[src/rtl/tick_prescaler.sv]
// Timebase generator: divides mclk to a one-cycle tick and drives a cascaded modulo-MOD counter.
// Define TICK_DIV_LOAD_EN to enable the runtime divisor load through div_load/div_value.
module tick_prescaler #(
    parameter int CLK_HZ  = 50000000,
    parameter int TICK_HZ = 1,
    parameter int MOD     = 60,
    localparam int DIV    = CLK_HZ / TICK_HZ,
    localparam int PW     = $clog2(DIV + 1),
    localparam int SW     = $clog2(MOD)
) (
    input  logic          mclk,
    input  logic          reset,
    input  logic          en,
    input  logic          clr,
    input  logic          div_load,
    input  logic [PW-1:0] div_value,
    output logic          tick,
    output logic [PW-1:0] pre_cnt,
    output logic [SW-1:0] sec_cnt,
    output logic          carry
);

    logic [PW-1:0] r_pre;
    logic [SW-1:0] r_sec;
    logic          r_tick;
    logic          r_carry;
    logic [PW-1:0] w_div;
    logic          w_load_ok;
    logic          w_pre_tc;
    logic          w_sec_tc;

`ifdef TICK_DIV_LOAD_EN
    logic [PW-1:0] r_div;

    // Divisors below 2 cannot produce a one-cycle tick, so they are dropped.
    assign w_load_ok = div_load && (div_value >= PW'(2));

    always_ff @(posedge mclk or posedge reset) begin
        if (reset) begin
            r_div <= PW'(DIV);
        end else if (w_load_ok) begin
            r_div <= div_value;
        end
    end

    assign w_div = r_div;
`else
    assign w_load_ok = 1'b0;
    assign w_div     = PW'(DIV);

    logic w_unused;
    assign w_unused = &{1'b0, div_load, div_value};
`endif

    assign w_pre_tc = (r_pre == (w_div - PW'(1)));
    assign w_sec_tc = (r_sec == SW'(MOD - 1));

    always_ff @(posedge mclk or posedge reset) begin
        if (reset) begin
            r_pre   <= '0;
            r_sec   <= '0;
            r_tick  <= 1'b0;
            r_carry <= 1'b0;
        end else if (clr || w_load_ok) begin
            r_pre   <= '0;
            r_tick  <= 1'b0;
            r_carry <= 1'b0;
            if (clr) begin
                r_sec <= '0;
            end
        end else if (!en) begin
            // A terminal count reached while disabled is held until en returns.
            r_tick  <= 1'b0;
            r_carry <= 1'b0;
        end else if (w_pre_tc) begin
            r_pre  <= '0;
            r_tick <= 1'b1;
            if (w_sec_tc) begin
                r_sec   <= '0;
                r_carry <= 1'b1;
            end else begin
                r_sec   <= r_sec + SW'(1);
                r_carry <= 1'b0;
            end
        end else begin
            r_pre   <= r_pre + PW'(1);
            r_tick  <= 1'b0;
            r_carry <= 1'b0;
        end
    end

    assign tick    = r_tick;
    assign pre_cnt = r_pre;
    assign sec_cnt = r_sec;
    assign carry   = r_carry;

endmodule

[config.mk]
export PLATFORM = sky130hd
export DESIGN_NAME = tick_prescaler
export DESIGN_NICKNAME = d
export VERILOG_FILES = /design/src/rtl/tick_prescaler.sv
export SDC_FILE = /design/constraint.sdc
export NUM_CORES = 1
export LEC_CHECK = 0
export BUFFER_PORTS_ARGS = -buffer_cell sky130_fd_sc_hd__buf_2
export CAP_MARGIN = 20
export CORE_MARGIN = 2
export CORE_UTILIZATION = 49
export CTS_CLUSTER_SIZE = 20
export DETAILED_ROUTE_END_ITERATION = 7
export PLACE_DENSITY_LB_ADDON = 0.05
export SYNTH_ARGS = -nofsm -noshare
export SYNTH_HDL_FRONTEND = slang
export SYNTH_SLANG_ARGS = --single-unit
[constraint.sdc]
create_clock -name mclk -period 2.75 [get_ports mclk]
set_input_delay 0 -clock mclk [delete_from_list [all_inputs] [get_ports mclk]]
set_output_delay 0 -clock mclk [all_outputs]
set_load 0.005 [all_outputs]
Yosys cells after proc, flatten, opt, wreduce, memory -nomap -nowiden
Cells that the tools add are included. Widths: inputs -> output; s select.

Register bits: 34. Bits of input ports: 31. Output and inout bits: 34. Word-level logic and storage cells: 25.

$add $sub $neg: 2. Eq/ne operators: 2. Multiplexer cells: 14. Reduce and logical (&&, ||, !) cells: 3.

Operator list (number): $mux 26 (3); $add 26x1->26 const B (1); $eq 26x26->1 const B (1); $mux 6 (4); $mux 1 (7); $add 6x1->6 const B (1); $eq 6x6->1 const B (1); $reduce_bool 2->1 (2); $reduce_and 2->1 (1).

Longest topological paths before layout
Gate-level depths: netlist of run 1.

Word-level depth: 5. Gate-level depth with buffers: 7. Mapped depth without buffers: 6.

Worst setup path before layout of run 1
No wires, ideal clock.

Path type: register to register. Start: reg r_pre[0] (netlist: pre_cnt[0]). End: reg r_sec[5] (netlist: sec_cnt[5]). Library setup time: 78 ps. Arrival time: 1877 ps. Data required time: 2672 ps. Setup slack: 795 ps. Cell stages (with the launch flop): 7. Path through: dfrtp_1 -> ha_1 -> nand2_1 -> nor4_4 -> nand3_4 -> or4_1 -> a21oi_1.

Cells in the longest elaborated chain, start to end: 3.

RTL lines: start: declaration (RTL line 23) `logic [PW-1:0] r_pre;`; start signal: assignment (RTL line 86) `r_pre <= r_pre + PW'(1);`; $eq 26x26->1 (RTL line 55) `assign w_pre_tc = (r_pre == (w_div - PW'(1)));`; $reduce_bool 2->1 (no line); $reduce_and 2->1 (no line); end signal: assignment (RTL line 82) `r_sec <= r_sec + SW'(1);`; end: declaration (RTL line 24) `logic [SW-1:0] r_sec;`.

No other way between the ends. A chain may end at the register's enable or synchronous reset.

Final worst setup path of run 1
Ends and elaborated chain as after synthesis.

==> flow_summary.ini, run 1 <==
[route]
met3_length_um = 199
finalWirelength_um = 4090
vias = 1578
drt_iter0_drc = 117
drtAntennaViolNets = 0
drc_errors = 0
vias_per_cell = 5.52
first_pass_iters = 4
met1_length_um = 1800
routedWlPerCell_um = 14.3
wl_met2_um = 2020
route.top_layer_used = met4

[timing]
hold_violations = 0
tightest_slew_ns = 0.653
slew_viol_final = 0
setup-tns-final_ns = 0
fin_crit_sh_pct = 78.6
fmax_mhz = 463
period_needed_ns = 2.16
setup_viol = 0
fin_worst_skew_ns = 0.00734
final.setup.worst_slack_ns = 0.589
slew_headroom_pct = 56.1
rsz0062_at_grt = false

[grt]
grt_use_total_pct = 22.4
grt_overflow = 0
grt_start_max_net_pins = 35
grt_pass1_wl_um = 7100
grt_antenna_before_repair = 0
first_global_vias = 1511

[placed_design]
port_buffers = 37
gp_congestion = 0.799
dpl_cell_area_um2 = 2050
dp_slack_ns = 0.600
dp_hpwl_um = 2920

[worst_hold_path]
whs_path_depth = 2
hp-class = primary input to flop
whs_endpoint = tick
worstHoldStart = clr

[finish]
fill_cells = 342
area_delta_synth_final_pct = 20.0
nets = 270
insertedDiodeCount = 0
drive_above_1_share_pct = 22.3
final_cell_area_um2 = 2170

[die]
dieHeight_um = 64.8
start_util_pct = 50.2
dieArea_um2 = 4200
ios = 65
die_w_um = 64.8
core_area_um2 = 3610
rows = 22

[critical_path]
end_kind = flop
reg2reg_to = sec_cnt[5]
worst_r2r_path_depth = 6
worstSetupPathType = flop to flop
r2r_slack_ns = 0.59
cp_data_required_time_ns = 2.96
slowest_delay_ns = 0.54
critPathLaunchType = flop
path_cells = ha_1 -> nand2_1 -> nor4_4 -> nand3_4 -> or4_1 -> a21oi_1
cp_max_fo = 10
reg2reg_from = pre_cnt[0]
cp_slowest_cell = or4_1
arrival_ns = 2.37

[cts]
clock_path_buffers = 2
insertion_delay_ns = 0.29
cts_buffers = 5
cts_resized = 0
clk_pin_slew_worst_paths_ns = 0.07
cts_root_buf = clkbuf_8
cts_max_level = 2
cts_tree = yes
cts_sinks = 34

[logic_synthesis]
netlist_instances = 194
yosysUniqueCellTypes = 37
netlist.area_leader.share_pct = 47.0
synth_flop_cell = dfrtp_1
ys_warn_count = 0
muxShareOfSynthArea_pct = 1.10
ys_seq_elements = 34
async_reset_ff_share_pct = 100
synth_edf_count = 0
yosysTopAreaCell = dfrtp_1
synth_fa_ha_area_share_pct = 1.38
synth-seq-area-share_pct = 47.0
synthTopCellsByArea = dfrtp_1 47%, nor2_1 7.5%, xor2_1 6.8%
postSynthAreaPerCell_um2 = 9.34
synthMostInstantiatedCell = nor2_1
synth-compound-area-share_pct = 6.56
synthSimpleGateAreaFrac_pct = 30.7
yosys.area_share.xor_xnor_pct = 10.6
synth_top_family_by_area = simple AND/OR/NAND/NOR gates
syn_area_um2 = 1810
synth_top_cells_by_count = 36 x nor2_1, 34 x dfrtp_1, 20 x nand2_1
syn-num-nets = 227

[outcome]
outcome = finished clean

[power]
p_leak_nw = 1.02
powerDensity_nw_per_um2 = 454
power_mw = 0.988
ir_drop_v = 0.000259

[job]
drv_cap = 0
==> what timing repair did <==
item	4_1_cts	5_1_grt
setup buffers	0	0
hold buffers	1	0
hold endpoints to repair	34	0
==> how the worst max path moves through the flow <==
stage                     from           to  slack [ns]  depth (start not counted)
CTS                 pre_cnt[0]   sec_cnt[5]        0.58                          6
finish              pre_cnt[0]   sec_cnt[5]        0.59                          6
global route        pre_cnt[0]  pre_cnt[18]        0.40                          6
detailed placement  pre_cnt[0]   sec_cnt[5]        0.60                          6
global placement    pre_cnt[0]   sec_cnt[5]        0.65                          6
floorplan           pre_cnt[0]   sec_cnt[5]        0.79                          6
==> cell type report <==
type | instances | area, µm² | area share [%]
Multi-Input combinational cell | 148 | 913 | 42.0
Sequential cell | 34 | 851 | 39.1
Timing Repair Buffer | 40 | 210 | 9.67
Clock buffer | 8 | 110 | 5.06
Tap cell | 48 | 60.1 | 2.76
Inverter | 8 | 30.0 | 1.38
==> worst max-delay path: cells and delay by family (launching register included) <==
family | cells | cell delay, ns
DFF | 1 | 0.43
and+or+nand+nor | 4 | 1.30
adders and majority gates | 1 | 0.22
AOI/OAI and AO/OA | 1 | 0.15
==> cells in the final DEF, fill, tap and decap left out, types with 3 or more instances in the layout <==
master,count
a21oi_1,3
nand3_1,9
nor2_1,36
o21ai_0,5
and4_1,3
inv_1,8
buf_2,37
xor2_1,14
nand4_1,10
or3_1,4
nor3_1,6
dfrtp_1,34
clkbuf_8,8
nand2_1,20
xnor2_1,8
nor4_1,5
==> stage by stage <==
stage | hold WS, ns | utilization [%] | cells
6_report | 0.0854 | 60.3 | 286
4_1_cts | 0.0777 | 60.3 | 286
3_5_place_dp | 0.128 | 57.0 | 277
3_3_place_gp | 0.113 | 57.0 | 277
5_1_grt | 0.100 | 60.3 | 286
2_1_floorplan | 0.142 | - | 194
==> where the power goes <==
| group | switching, mW | internal, mW | leakage (nW) |
|---|---|---|---|
| Combinational | 0.0327 | 0.0149 | 0.494 |
| Clock | 0.176 | 0.253 | 0.0575 |
| Sequential | 0.00683 | 0.505 | 0.473 |
| Total | 0.216 | 0.772 | 1.02 |
==> logic make-up (layout without fill, tap and decap cells) <==
group	Yosys count	count (layout)
mux	2	2
fa+ha+maj	2	2
simple gates	104	104
flops	34	34
buf+inv	12	56
xor+xnor	22	22
compound gates	18	18
==> metal layers <==
layer  GRT usage [%]  vias up
li1                -      764
met1            28.4      765
met2            36.1       42
met3            5.38        7
met4            10.4        0
met5               0        -
==> flip-flops by register name, indices dropped and copies added (netlist names) <==
| signal | cells |
|---|---|
| tick | 1 |
| pre_cnt | 26 |
| carry | 1 |
| sec_cnt | 6 |
No activity file was read; power rests on OpenSTA's default activity.
==> inputs of run 2 (changes only) <==
--- a/config.mk
+++ b/config.mk
@@ -8,7 +8,7 @@
 export BUFFER_PORTS_ARGS = -buffer_cell sky130_fd_sc_hd__buf_2
 export CAP_MARGIN = 20
 export CORE_MARGIN = 2
-export CORE_UTILIZATION = 49
+export CORE_UTILIZATION = 44
 export CTS_CLUSTER_SIZE = 20
 export DETAILED_ROUTE_END_ITERATION = 7
 export PLACE_DENSITY_LB_ADDON = 0.05
==> constraint.sdc (replaced) <==
create_clock -name mclk -period 1.8 [get_ports mclk]
set_input_delay 0 -clock mclk [delete_from_list [all_inputs] [get_ports mclk]]
set_output_delay 0 -clock mclk [all_outputs]
set_load 0.005 [all_outputs]
==> flow_summary.ini, run 2 (synthesized netlist as in run 1, its figures left out) <==
[route]
met1_length_um = 2200
drtAntennaViolNets = 0
drc_errors = 0
routedWlPerCell_um = 15.2
met3_length_um = 195
wl_met2_um = 2460
vias_per_cell = 5.39
first_pass_iters = 4
finalWirelength_um = 4960
vias = 1751
drt_iter0_drc = 71
route.top_layer_used = met4

[critical_path]
slowest_delay_ns = 0.49
path_cells = nor4b_2 -> and4_4 -> nand3_4 -> or4_4 -> a21oi_2
reg2reg_to = sec_cnt[5]
arrival_ns = 2.00
worstSetupPathType = flop to flop
reg2reg_from = pre_cnt[11]
worst_r2r_path_depth = 5
cp_data_required_time_ns = 2.02
cp_slowest_cell = or4_4
cp_max_fo = 4
critPathLaunchType = flop
r2r_slack_ns = 0.01
end_kind = flop

[cts]
cts_buffers = 5
insertion_delay_ns = 0.28
cts_tree = yes
cts_root_buf = clkbuf_8
cts_max_level = 2
clock_path_buffers = 2
cts_sinks = 34
clk_pin_slew_worst_paths_ns = 0.07

[finish]
final_common_cell = buf_4
fin_cells = 325
drive_above_1_share_pct = 37.5
mostFrequentLayoutCells = 39 x buf_4, 37 x buf_2, 36 x nor2_1
nets = 308
area_delta_synth_final_pct = 40.3
insertedDiodeCount = 0
largest_register_ffs = 26

[power]
ir_drop_v = 0.000324
p_leak_nw = 1.27
comb_power_share_pct = 7.5
power_mw = 1.42
p_sw_share_pct = 24.3
powerDensity_nw_per_um2 = 558
seqPwrFrac_pct = 54.9
p_switching_mw = 0.344
pwr-share-clk_pct = 37.7
p_int_mw = 1.07

[placed_design]
gp_congestion = 0.799
dp_cells = 316
dp_slack_ns = -0.0940
port_buffers = 37
dp_hpwl_um = 3640

[grt]
grt_start_max_net_pins = 35
first_global_vias = 1718
grt_antenna_before_repair = 0
grt_pass1_wl_um = 7890
grt_overflow = 0
grt_use_total_pct = 23.0

[die]
rows = 23
die_w_um = 68.2
start_util_pct = 45.6
ios = 65
dieHeight_um = 68.2
dieArea_um2 = 4650
core_area_um2 = 3970

[timing]
whs_ns = 0.0961
rsz0062_at_grt = true
tightest_slew_ns = 0.486
setup-tns-final_ns = 0
fin_crit_sh_pct = 99.2
fin_worst_skew_ns = 0.00621
fmax_mhz = 560
slew_headroom_pct = 67.3
slew_viol_final = 0
final.setup.worst_slack_ns = 0.0136
setup_viol = 0
period_needed_ns = 1.79
hold_violations = 0

[worst_hold_path]
whs_endpoint = sec_cnt[5]
hp-class = primary input to flop
whs_path_depth = 3
worstHoldStart = clr

[outcome]
outcome = finished clean

[job]
drv_cap = 0
[run 2: final cells by class]
cell class,count,area (µm²)
clock inverters,2,10.0
repair buffers,78,508
flip-flops and latches,34,851
inverters,8,30.0
multi-input cells,148,1010
fillers,334,1430
well taps,50,62.6
clock buffers,5,68.8
[run 2: stage by stage]
step           instance area (µm²)  util, %
6_report                      2540     64.0
5_1_grt                       2540     64.0
4_1_cts                       2470     62.1
3_5_place_dp                  2350     59.1
3_3_place_gp                  2350     59.1
2_1_floorplan                 1810        -
[run 2: power groups by stage]
stage                     clock [mW]  sequential [mW]  combinational (mW)
final                          0.534            0.778               0.106
after global routing           0.588            0.778               0.118
after CTS                      0.548            0.776               0.104
after detailed placement           0            0.790               0.102
after global placement             0            0.790              0.0992
after floorplan                    0            0.794              0.0437
[run 2: how the worst max path moves through the flow]
stage / start / endpoint / slack, ns / cells past startpoint
after global placement: pre_cnt[11] / sec_cnt[5] / -0.07 / 5
after global routing: pre_cnt[0] / pre_cnt[23] / -0.05 / 7
after detailed placement: pre_cnt[11] / sec_cnt[5] / -0.09 / 5
after CTS: pre_cnt[11] / sec_cnt[5] / -0.007 / 5
final: pre_cnt[11] / sec_cnt[5] / 0.01 / 5
after floorplan: pre_cnt[0] / pre_cnt[18] / -0.01 / 6
[run 2: repair_timing]
action / 4_1_cts / 5_1_grt
hold endpoints to repair: 34 / 0
gates resized for setup: 6 / 14
pin swaps: 1 / 5
setup endpoints to repair: 27 / 26
hold buffers: 1 / 0
buffers inserted: 1 / 0
[run 2: critical path: cells and delay by family (launching register included)]
family / cells / cell delay, ns
DFF: 1 / 0.39
and+or+nand+nor: 4 / 1.21
AOI/OAI and AO/OA: 1 / 0.12
[run 2: routing by layer]
metal / track usage, % / vias to the layer above
li1: - / 841
met1: 28.3 / 855
met2: 39.6 / 43
met3: 4.28 / 12
met4: 9.50 / 0
met5: 0 / -
==> inputs of run 3 (changes only) <==
--- a/config.mk
+++ b/config.mk
@@ -12,6 +12,7 @@
 export CTS_CLUSTER_SIZE = 20
 export DETAILED_ROUTE_END_ITERATION = 7
 export PLACE_DENSITY_LB_ADDON = 0.05
+export SETUP_SLACK_MARGIN = 0.15
 export SYNTH_ARGS = -nofsm -noshare
 export SYNTH_HDL_FRONTEND = slang
 export SYNTH_SLANG_ARGS = --single-unit
==> flow_summary.ini, run 3 (synthesized netlist as in run 1, its figures left out) <==
[grt]
grt_start_max_net_pins = 22
grt_pass1_wl_um = 8220
first_global_vias = 1775
grt_antenna_before_repair = 0
grt_overflow = 0
grt_use_total_pct = 23.8

[cts]
clock_path_buffers = 2
insertion_delay_ns = 0.28
cts_tree = yes
cts_max_level = 2
cts_buffers = 5
cts_root_buf = clkbuf_8
cts_sinks = 34
clk_pin_slew_worst_paths_ns = 0.07

[die]
die_w_um = 68.2
dieArea_um2 = 4650
ios = 65
start_util_pct = 45.6
core_area_um2 = 3970
rows = 23
dieHeight_um = 68.2

[timing]
fin_worst_skew_ns = 0.00972
fin_crit_sh_pct = 98.4
slew_headroom_pct = 58.1
rsz0062_at_grt = true
slew_viol_final = 0
setup_viol = 0
hold_violations = 0
tightest_slew_ns = 0.628
period_needed_ns = 1.77
fmax_mhz = 565

[finish]
final_common_cell = buf_4
fin_cells = 337
insertedDiodeCount = 0
area_delta_synth_final_pct = 56.6
nets = 319
drive_above_1_share_pct = 47.7
mostFrequentLayoutCells = 42 x buf_4, 37 x buf_2, 31 x dfrtp_1
largest_register_ffs = 26
final_cell_area_um2 = 2840

[route]
drc_errors = 0
vias_per_cell = 5.32
routedWlPerCell_um = 15.7
finalWirelength_um = 5290
drt_iter0_drc = 72
drtAntennaViolNets = 0
vias = 1794
first_pass_iters = 5

[critical_path]
critPathLaunchType = flop
r2r_slack_ns = 0.03
slowest_delay_ns = 0.44
arrival_ns = 1.99
critical_path.top_delay_family = simple AND/OR/NAND/NOR gates
worstSetupPathType = flop to flop
path_cells = ha_4 -> nand2_4 -> nor4_4 -> nand3_4 -> or4_4 -> a21oi_2
path_buf_inv = 0
cp_slowest_cell = or4_4
cp_data_required_time_ns = 2.02
cp_max_fo = 4
end_kind = flop

[worst_hold_path]
hp-class = primary input to flop

[placed_design]
gp_congestion = 0.801
dp_hpwl_um = 3560
dpl_cell_area_um2 = 2370
port_buffers = 37
dp_cells = 315

[power]
ir_drop_v = 0.000335
p_leak_nw = 1.33
power_mw = 1.46
powerDensity_nw_per_um2 = 515

[outcome]
outcome = finished clean

[job]
drv_cap = 0
[run 3: final timing paths]
| check | start | end | cells past startpoint |
|---|---|---|---|
| max | pre_cnt[0] | sec_cnt[5] | 6 |
| min | en | pre_cnt[2] | 4 |
| max reg2reg | pre_cnt[0] | sec_cnt[5] | 6 |
| min reg2reg | sec_cnt[0] | sec_cnt[0] | 2 |
| max in group asynchronous | reset | pre_cnt[4] | 4 |
| min in group asynchronous | reset | pre_cnt[11] | 3 |
[run 3: cell type report]
type                       instances  area, µm²
clock buffer                       8       80.1
multi-input combinational        148       1170
timing repair buffer              89        644
fill                             301       1130
inverter                           8       30.0
sequential                        34        855
tap                               50       62.6
[run 3: what timing repair did]
item / CTS / global route
resized for setup: 16 / 48
hold endpoints to repair: 14 / 0
endpoints found under the setup margin: 28 / 29
setup buffers: 6 / 4
pin swaps: 9 / 18
gates cloned: 1 / 1
hold buffers: 2 / 0
[run 3: routing by layer]
metal / global-route usage (%) / wire [µm] / up-vias
met5: 0 / 0 / -
met1: 31.7 / 2370 / 864
met2: 38.3 / 2600 / 62
met4: 7.00 / 34 / 0
met3: 5.76 / 281 / 4
li1: - / - / 864
[run 3: worst min-delay path: stages]
cell and delay [ns]:
buf_2 0.19, nand2_1 0.11, xor2_1 0.07, nor2_1 0.07
[run 3: through the flow]
stage,util [%],hold WS (ns),TNS [ns],setup WS [ns]
after floorplan,-,0.141,0,0.00112
after global placement,59.8,0.0826,-0.0406,-0.0399
final,71.5,0.196,0,0.0292
after detailed placement,59.8,0.0981,-0.110,-0.0477
after global routing,71.5,0.220,-0.141,-0.0462
after CTS,65.2,0.127,0,0.0539
[run 3: report_power, final]
group	total [mW]	switching [mW]	internal, mW	leakage, nW
clock	0.540	0.265	0.275	0.0395
combinational	0.142	0.0827	0.0594	0.826
sequential	0.779	0.00663	0.772	0.469
